<file path="src/rtl/deser_pkg.sv">
// ----------------------------------------------------------------------------
// deser_pkg
// Shared definitions for the oversampling serial receiver:
//   - rx_state_t     : receiver FSM state encoding
//   - PARITY_*       : parity mode constants (value of the PARITY parameter)
//   - parity_ok()    : checks a received parity bit against the data bits
// ----------------------------------------------------------------------------
package deser_pkg;

   typedef enum logic [2:0] {
      ST_IDLE      = 3'd0,
      ST_START     = 3'd1,
      ST_DATA      = 3'd2,
      ST_PARITY    = 3'd3,
      ST_STOP      = 3'd4,
      ST_WAIT_IDLE = 3'd5
   } rx_state_t;

   localparam int PARITY_NONE = 0;
   localparam int PARITY_EVEN = 1;
   localparam int PARITY_ODD  = 2;

   // data_xor is the XOR-reduction of the data bits. The total number of ones
   // over data plus parity bit must be even (EVEN) or odd (ODD).
   function automatic logic parity_ok(input logic data_xor,
                                      input logic parity_bit,
                                      input int   mode);
      logic ones_odd;
      ones_odd = data_xor ^ parity_bit;
      if (mode == PARITY_ODD) begin
         return ones_odd;
      end
      return ~ones_odd;
   endfunction

endpackage

</file>
<file path="src/rtl/sync_fifo.sv">
// ----------------------------------------------------------------------------
// sync_fifo
// Single-clock FIFO with registered read port.
//   clk       in   clock
//   rst       in   asynchronous active-high reset (pointers, count, read port)
//   push      in   write request; accepted only when push_ready
//   wr_data   in   WIDTH write data
//   pop       in   read request; ignored when empty
//   rd_data   out  WIDTH registered read data, holds between pops
//   rd_valid  out  1 for the cycle after an accepted pop
//   push_ready out room for a push this cycle, taking a same-cycle pop into account
//   empty     out  no entries stored
//   count     out  occupancy, $clog2(DEPTH)+1 bits
// ----------------------------------------------------------------------------
module sync_fifo #(
   parameter int WIDTH = 8,
   parameter int DEPTH = 4
) (
   input  logic                     clk,
   input  logic                     rst,
   input  logic                     push,
   input  logic [WIDTH-1:0]         wr_data,
   input  logic                     pop,
   output logic [WIDTH-1:0]         rd_data,
   output logic                     rd_valid,
   output logic                     push_ready,
   output logic                     empty,
   output logic [$clog2(DEPTH):0]   count
);

   localparam int AW = $clog2(DEPTH);
   localparam logic [AW:0] DEPTH_C = (AW+1)'(DEPTH);

   logic [WIDTH-1:0] mem [DEPTH];
   logic [AW-1:0]    wr_ptr_reg;
   logic [AW-1:0]    rd_ptr_reg;
   logic [AW:0]      count_reg;
   logic [AW:0]      occ_after_pop;
   logic [WIDTH-1:0] rd_data_reg;
   logic             rd_valid_reg;
   logic             do_push;
   logic             do_pop;

   assign do_pop        = pop & (count_reg != '0);
   // A push into a full FIFO succeeds when the same cycle also pops.
   assign occ_after_pop = count_reg - {{AW{1'b0}}, do_pop};
   assign push_ready    = (occ_after_pop != DEPTH_C);
   assign do_push       = push & push_ready;

   // Storage has no reset so it maps onto RAM primitives.
   always_ff @(posedge clk) begin
      if (do_push) begin
         mem[wr_ptr_reg] <= wr_data;
      end
   end

   // Pointers are AW bits wide and DEPTH is a power of two, so they wrap
   // modulo DEPTH on their own.
   always_ff @(posedge clk or posedge rst) begin
      if (rst) begin
         wr_ptr_reg   <= '0;
         rd_ptr_reg   <= '0;
         count_reg    <= '0;
         rd_data_reg  <= '0;
         rd_valid_reg <= 1'b0;
      end else begin
         rd_valid_reg <= do_pop;
         if (do_push) begin
            wr_ptr_reg <= wr_ptr_reg + AW'(1);
         end
         if (do_pop) begin
            rd_ptr_reg  <= rd_ptr_reg + AW'(1);
            rd_data_reg <= mem[rd_ptr_reg];
         end
         case ({do_push, do_pop})
            2'b10:   count_reg <= count_reg + (AW+1)'(1);
            2'b01:   count_reg <= count_reg - (AW+1)'(1);
            default: count_reg <= count_reg;
         endcase
      end
   end

   assign rd_data  = rd_data_reg;
   assign rd_valid = rd_valid_reg;
   assign empty    = (count_reg == '0);
   assign count    = count_reg;

endmodule

</file>
<file path="src/rtl/serial_rx_fifo.sv">
// ----------------------------------------------------------------------------
// serial_rx_fifo
// Oversampling receiver for an idle-high serial line (start 0, PKT_W data
// bits, optional parity, STOP_BITS stop bits of 1) feeding a FIFO.
//   clock        in   sole clock
//   reset        in   asynchronous active-high reset
//   io_sIn       in   serial line, asynchronous to clock
//   io_rdEn      in   pop request
//   io_clrErr    in   clears the sticky error flags
//   io_dataReady out  FIFO non-empty
//   io_pOut      out  PKT_W registered read data
//   io_validOut  out  io_pOut holds a word popped on the previous edge
//   io_count     out  FIFO occupancy
//   io_frameErr  out  sticky: a stop bit was sampled 0
//   io_parityErr out  sticky: parity mismatch
//   io_overflow  out  sticky: a good frame arrived while the FIFO was full
// ----------------------------------------------------------------------------
module serial_rx_fifo
   import deser_pkg::*;
#(
   parameter int PKT_W        = 8,
   parameter int CLKS_PER_BIT = 16,
   parameter int PARITY       = 0,
   parameter int STOP_BITS    = 1,
   parameter int MSB_FIRST    = 1,
   parameter int FIFO_DEPTH   = 4
) (
   input  logic                         clock,
   input  logic                         reset,
   input  logic                         io_sIn,
   input  logic                         io_rdEn,
   input  logic                         io_clrErr,
   output logic                         io_dataReady,
   output logic [PKT_W-1:0]             io_pOut,
   output logic                         io_validOut,
   output logic [$clog2(FIFO_DEPTH):0]  io_count,
   output logic                         io_frameErr,
   output logic                         io_parityErr,
   output logic                         io_overflow
);

   localparam int CNT_W = $clog2(CLKS_PER_BIT);
   localparam int HALF  = CLKS_PER_BIT / 2;
   localparam int IDX_W = $clog2(PKT_W) + 1;

   // ---------------------------------------------------------------------
   // Input synchronizer. All three flops reset to 0 so a line that is
   // already low when reset releases never looks like a falling edge.
   // ---------------------------------------------------------------------
   logic sync_1_reg;
   logic sync_2_reg;
   logic line_prev_reg;
   logic line_cur;
   logic start_edge;

   always_ff @(posedge clock or posedge reset) begin
      if (reset) begin
         sync_1_reg    <= 1'b0;
         sync_2_reg    <= 1'b0;
         line_prev_reg <= 1'b0;
      end else begin
         sync_1_reg    <= io_sIn;
         sync_2_reg    <= sync_1_reg;
         line_prev_reg <= sync_2_reg;
      end
   end

   assign line_cur   = sync_2_reg;
   assign start_edge = line_prev_reg & ~line_cur;

   // ---------------------------------------------------------------------
   // Receiver FSM and datapath
   // ---------------------------------------------------------------------
   rx_state_t         state_reg;
   rx_state_t         state_next;
   logic [CNT_W-1:0]  cnt_reg;
   logic [IDX_W-1:0]  bit_idx_reg;
   logic [PKT_W-1:0]  shift_reg;
   logic              parity_bit_reg;
   logic              stop_bad_reg;
   logic              bit_tick;
   logic              last_data;
   logic              last_stop;
   logic [IDX_W-1:0]  data_pos;

   // FSM output decode
   logic sample_data;
   logic sample_parity;
   logic sample_stop;
   logic frame_done;
   logic stop_fail;
   logic parity_fail;
   logic word_ok;
   logic push;
   logic push_ready;
   logic frame_evt;
   logic parity_evt;
   logic overflow_evt;

   // START samples at mid-bit; every later bit is sampled one full bit
   // period after the previous sample, which keeps all samples mid-bit.
   always_comb begin
      if (state_reg == ST_START) begin
         bit_tick = (cnt_reg == CNT_W'(HALF - 1));
      end else begin
         bit_tick = (cnt_reg == CNT_W'(CLKS_PER_BIT - 1));
      end
   end

   assign last_data = (bit_idx_reg == IDX_W'(PKT_W - 1));
   assign last_stop = (bit_idx_reg == IDX_W'(STOP_BITS - 1));
   assign data_pos  = (MSB_FIRST != 0) ? (IDX_W'(PKT_W - 1) - bit_idx_reg) : bit_idx_reg;

   // State register
   always_ff @(posedge clock or posedge reset) begin
      if (reset) begin
         state_reg <= ST_IDLE;
      end else begin
         state_reg <= state_next;
      end
   end

   // Next-state logic
   always_comb begin
      state_next = state_reg;
      case (state_reg)
         ST_IDLE: begin
            if (start_edge) begin
               state_next = ST_START;
            end
         end
         ST_START: begin
            if (bit_tick) begin
               // A start bit that is high again at mid-bit was a glitch.
               state_next = line_cur ? ST_IDLE : ST_DATA;
            end
         end
         ST_DATA: begin
            if (bit_tick && last_data) begin
               state_next = (PARITY != PARITY_NONE) ? ST_PARITY : ST_STOP;
            end
         end
         ST_PARITY: begin
            if (bit_tick) begin
               state_next = ST_STOP;
            end
         end
         ST_STOP: begin
            if (bit_tick && last_stop) begin
               state_next = (stop_bad_reg | ~line_cur) ? ST_WAIT_IDLE : ST_IDLE;
            end
         end
         ST_WAIT_IDLE: begin
            // A broken frame may leave the line low; re-arm only once it
            // has returned high so the tail is not taken as a new start.
            if (line_cur) begin
               state_next = ST_IDLE;
            end
         end
         default: state_next = ST_IDLE;
      endcase
   end

   // Output decode
   always_comb begin
      sample_data   = 1'b0;
      sample_parity = 1'b0;
      sample_stop   = 1'b0;
      frame_done    = 1'b0;
      case (state_reg)
         ST_DATA:   sample_data   = bit_tick;
         ST_PARITY: sample_parity = bit_tick;
         ST_STOP: begin
            sample_stop = bit_tick;
            frame_done  = bit_tick & last_stop;
         end
         default: ;
      endcase

      stop_fail   = stop_bad_reg | ~line_cur;
      parity_fail = (PARITY != PARITY_NONE) &&
                    !parity_ok(^shift_reg, parity_bit_reg, PARITY);

      // Stop failure takes precedence, then parity, then FIFO space.
      frame_evt    = frame_done & stop_fail;
      parity_evt   = frame_done & ~stop_fail & parity_fail;
      word_ok      = frame_done & ~stop_fail & ~parity_fail;
      push         = word_ok & push_ready;
      overflow_evt = word_ok & ~push_ready;
   end

   // Bit counter, bit index, parity and stop-bit tracking
   always_ff @(posedge clock or posedge reset) begin
      if (reset) begin
         cnt_reg        <= '0;
         bit_idx_reg    <= '0;
         parity_bit_reg <= 1'b0;
         stop_bad_reg   <= 1'b0;
      end else begin
         if ((state_next != state_reg) || bit_tick ||
             (state_reg == ST_IDLE) || (state_reg == ST_WAIT_IDLE)) begin
            cnt_reg <= '0;
         end else begin
            cnt_reg <= cnt_reg + CNT_W'(1);
         end

         if (state_next != state_reg) begin
            bit_idx_reg <= '0;
         end else if (sample_data || sample_stop) begin
            bit_idx_reg <= bit_idx_reg + IDX_W'(1);
         end

         if (sample_parity) begin
            parity_bit_reg <= line_cur;
         end

         if ((state_reg == ST_IDLE) && start_edge) begin
            stop_bad_reg <= 1'b0;
         end else if (sample_stop && !line_cur) begin
            stop_bad_reg <= 1'b1;
         end
      end
   end

   // Shift register: each data sample lands directly at its final bit
   // position, so both bit orders share one structure.
   generate
      for (genvar gi = 0; gi < PKT_W; gi++) begin : g_shift
         always_ff @(posedge clock or posedge reset) begin
            if (reset) begin
               shift_reg[gi] <= 1'b0;
            end else if (sample_data && (data_pos == IDX_W'(gi))) begin
               shift_reg[gi] <= line_cur;
            end
         end
      end
   endgenerate

   // ---------------------------------------------------------------------
   // Sticky error flags: a same-cycle event wins over io_clrErr.
   // ---------------------------------------------------------------------
   logic frame_err_reg;
   logic parity_err_reg;
   logic overflow_reg;

   always_ff @(posedge clock or posedge reset) begin
      if (reset) begin
         frame_err_reg  <= 1'b0;
         parity_err_reg <= 1'b0;
         overflow_reg   <= 1'b0;
      end else begin
         frame_err_reg  <= frame_evt    | (frame_err_reg  & ~io_clrErr);
         parity_err_reg <= parity_evt   | (parity_err_reg & ~io_clrErr);
         overflow_reg   <= overflow_evt | (overflow_reg   & ~io_clrErr);
      end
   end

   // ---------------------------------------------------------------------
   // Receive FIFO
   // ---------------------------------------------------------------------
   logic fifo_empty;

   sync_fifo #(
      .WIDTH (PKT_W),
      .DEPTH (FIFO_DEPTH)
   ) u_fifo (
      .clk        (clock),
      .rst        (reset),
      .push       (push),
      .wr_data    (shift_reg),
      .pop        (io_rdEn),
      .rd_data    (io_pOut),
      .rd_valid   (io_validOut),
      .push_ready (push_ready),
      .empty      (fifo_empty),
      .count      (io_count)
   );

   assign io_dataReady = ~fifo_empty;
   assign io_frameErr  = frame_err_reg;
   assign io_parityErr = parity_err_reg;
   assign io_overflow  = overflow_reg;

endmodule

</file>
<file path="config.mk">
export PLATFORM = sky130hd
export DESIGN_NAME = serial_rx_fifo
export DESIGN_NICKNAME = d
export VERILOG_FILES = /design/src/rtl/deser_pkg.sv /design/src/rtl/sync_fifo.sv /design/src/rtl/serial_rx_fifo.sv
export SDC_FILE = /design/constraint.sdc
export NUM_CORES = 1
export LEC_CHECK = 0
export BUFFER_PORTS_ARGS = -buffer_cell sky130_fd_sc_hd__buf_2
export CORE_ASPECT_RATIO = 0.6
export CORE_MARGIN = 2
export CORE_UTILIZATION = 44
export DETAILED_ROUTE_END_ITERATION = 7
export SYNTH_ARGS = -nofsm -noshare
export SYNTH_HDL_FRONTEND = slang
export SYNTH_SLANG_ARGS = --single-unit
</file>
<file path="constraint.sdc">
create_clock -name clock -period 4.6 [get_ports clock]
set_input_delay 1.15 -clock clock [delete_from_list [all_inputs] [get_ports clock]]
set_output_delay 1.15 -clock clock [all_outputs]
set_load 0.1 [all_outputs]
</file>
==> results.ini <==
[outcome]
status=finished, final reports clean

[placed_design]
dp.cells=342
post-dp-hpwl_mm=3.85
place.gp.congestion=0.798
portBuffers=20
place_ws_ns=1.27
postPlaceCellArea_um2=3480

[cells_and_area]
largest_reg_flops=32
n_antenna_cell=0
fin_area_um2=3760
fin_cells=358
drive_gt1_share_pct=27.2
area_growth_pct=13.6
final_core_util_pct=51.7
layout.nets=266

[routing]
wl_per_cell_um=15.5
vias_per_cell=5.04
drc=0
ant_nets=0
routed_wirelength_mm=5.55
num_vias=1804
first_pass_iters=4
drtIter0Drc=132

[synth]
syn_nets=244
synth_top_area_cell=dfrtp_1
ys_ff_latch=74
synth.area.top_cells=dfrtp_1 (32%), edfxtp_1 (29%), mux4_2 (5.4%)
syn-cell-area_um2=3310
yosys_most_used_dff=dfrtp_1
synth_cells=227
avgSynthCellArea_um2=14.6
synth-edff-count=32
synth_top_area_share_pct=31.8
synthDistinctLibCells=47
ys_seq_area_share_pct=60.8
ys_async_sr_fraction_pct=56.8
yosysWarnings=0

[setup_path]
path_max_fanout=13
cp_slowest_cell=fa_1
end_kind=register
start_kind=input pin
max_stage_delay_ns=0.38
crit_required_ns=4.85
path_cells=buf_2 -> and2_4 -> ha_1 -> xor2_1 -> nand3_1 -> and2b_4 -> inv_1 -> ha_1 -> inv_1 -> fa_1 -> xor2_1 -> nor2_1 -> xor2_1
timing.critical_path.mode_cell=xor2_1
arrival_ns=3.25
crit_type=input pin to register

[timing]
tightest_slew_ns=0.927
report.final.slew_viol_count=0
setup_violations=0
grt_setup_unrepaired=no
relSlewSlack_pct=38.1
min_period_over_period_pct=65.2
fin_skew_ns=0.00619
finalWorstSetupSlack_ns=1.60
totalNegativeSetupSlack_ns=0
holdWs_ns=0.345
period_needed_ns=3.00
max_freq_ghz=0.334
hold_viol=0

[clock_tree]
cts.sinks=74
cts_hold_buffers=0
cts-buffers-inserted=9
htreeDepth=3
cts_buffer_depth=2
cts-resized-gates=0
cts_tree=built
post_cts_buffers=0
insertion_delay_ns=0.33
clockRootBuffer=clkbuf_16
clk_pin_slew_ns=0.05

[die]
dieArea_um2=8250
start_util_pct=45.5
die-height_um=71.2
fp.dieW_um=116
std_cell_rows=24
io_pins=21
coreArea_um2=7270

[power]
finalPower_mw=2.23
ir_drop_mv=0.467
p_leak_nw=1.46
power_density_nw_per_um2=593

[global_routing]
antenna_found_initial=0
grt_pass1_wl_mm=9.63
grt_start_max_net_pins=43
grt_usage_pct=16.1
grt-ovfl-total=0
grt_pass1_vias=1820

[min_path]
hp-class=register to register

[flow_run]
cap_violations=0

==> synth_stat cells (5+ instances only) <==
cell type  count
dfrtp_1       42
edfxtp_1      32
inv_1         15
mux2_2        12
ha_1          11
nand2_1       11
nor2_1        10
mux4_2         8
nand3_1        7
xnor2_1        7
a211oi_1       6
a21oi_1        5
xor2_1         5
==> worst paths after layout <==
| path | startpoint | end | slack (ns) | cells past startpoint |
|---|---|---|---|---|
| min in group asynchronous | reset | u_fifo.rd_data[0]$_DFFE_PP0P_ | 1.03 | 2 |
| max in group asynchronous | reset | sync_1_reg$_DFF_PP0_ | 2.99 | 2 |
| worst max register to register | u_fifo.count[2]$_DFFE_PP0P_ | u_fifo.count[2]$_DFFE_PP0P_ | 1.69 | 13 |
| worst min-delay path | sync_1_reg$_DFF_PP0_ | line_cur$_DFF_PP0_ | 0.34 | 0 |
| worst min register to register | sync_1_reg$_DFF_PP0_ | line_cur$_DFF_PP0_ | 0.34 | 0 |
| worst max-delay path | io_rdEn | u_fifo.count[2]$_DFFE_PP0P_ | 1.60 | 13 |
==> cell families (layout without fill, tap and decap cells) <==
group           Yosys count  count (layout)  share of synthesized area, %
mux                      27              27                          12.3
simple gates             54              54                          10.4
compound gates           24              24                          5.18
flops                    74              74                          60.8
fa+ha+maj                12              12                          4.77
buf+inv                  24              51                          3.37
xor+xnor                 12              12                          3.18
==> critical path: cells and delay by family <==
| kind | cells | cell delay (ns) |
|---|---|---|
| XOR/XNOR | 3 | 0.47 |
| adder cells (fa/ha/maj) | 3 | 0.76 |
| buffers and inverters | 3 | 0.19 |
| AND/OR/NAND/NOR | 4 | 0.68 |
==> final cells by class <==
type,instances,area (µm²)
Multi-Input combinational cell,129,1180
Timing Repair Buffer,20,100
Sequential cell,74,2010
Clock buffer,13,260
Clock inverter,3,15.0
Inverter,15,56.3
Fill cell,649,3510
Tap cell,104,130
==> routing by layer <==
layer  up-vias  GRT usage, %  share of wire, %
li1        861             -                 -
met1       892          24.5                54
met2        43          20.3                38
met3         8          6.34               5.8
met4         0          6.35               1.8
met5         -             0                 0
==> where the power goes <==
part | total, mW | switching, mW | leakage (nW) | internal [mW]
combinational | 0.707 | 0.512 | 0.523 | 0.195
sequential | 0.881 | 0.117 | 0.793 | 0.764
clock | 0.642 | 0.250 | 0.139 | 0.392
total | 2.23 | 0.879 | 1.46 | 1.35
==> placed cells by master (no fill, tap or decap), drive strengths merged, types with 2 or more instances in the layout <==
cell	count
xnor2	7
clkinv	3
nand2	11
nand4b	2
nor3b	2
nor2b	3
dfrtp	42
nand2b	5
buf	20
o21ai	4
a211oi	6
mux4	8
mux2	17
a31oi	2
nor2	10
mux2i	2
xor2	5
nand3	7
clkbuf	13
and2	5
ha	11
edfxtp	32
a21oi	5
nor3	2
inv	15
Note: power is estimated with default switching activity, not from simulation.
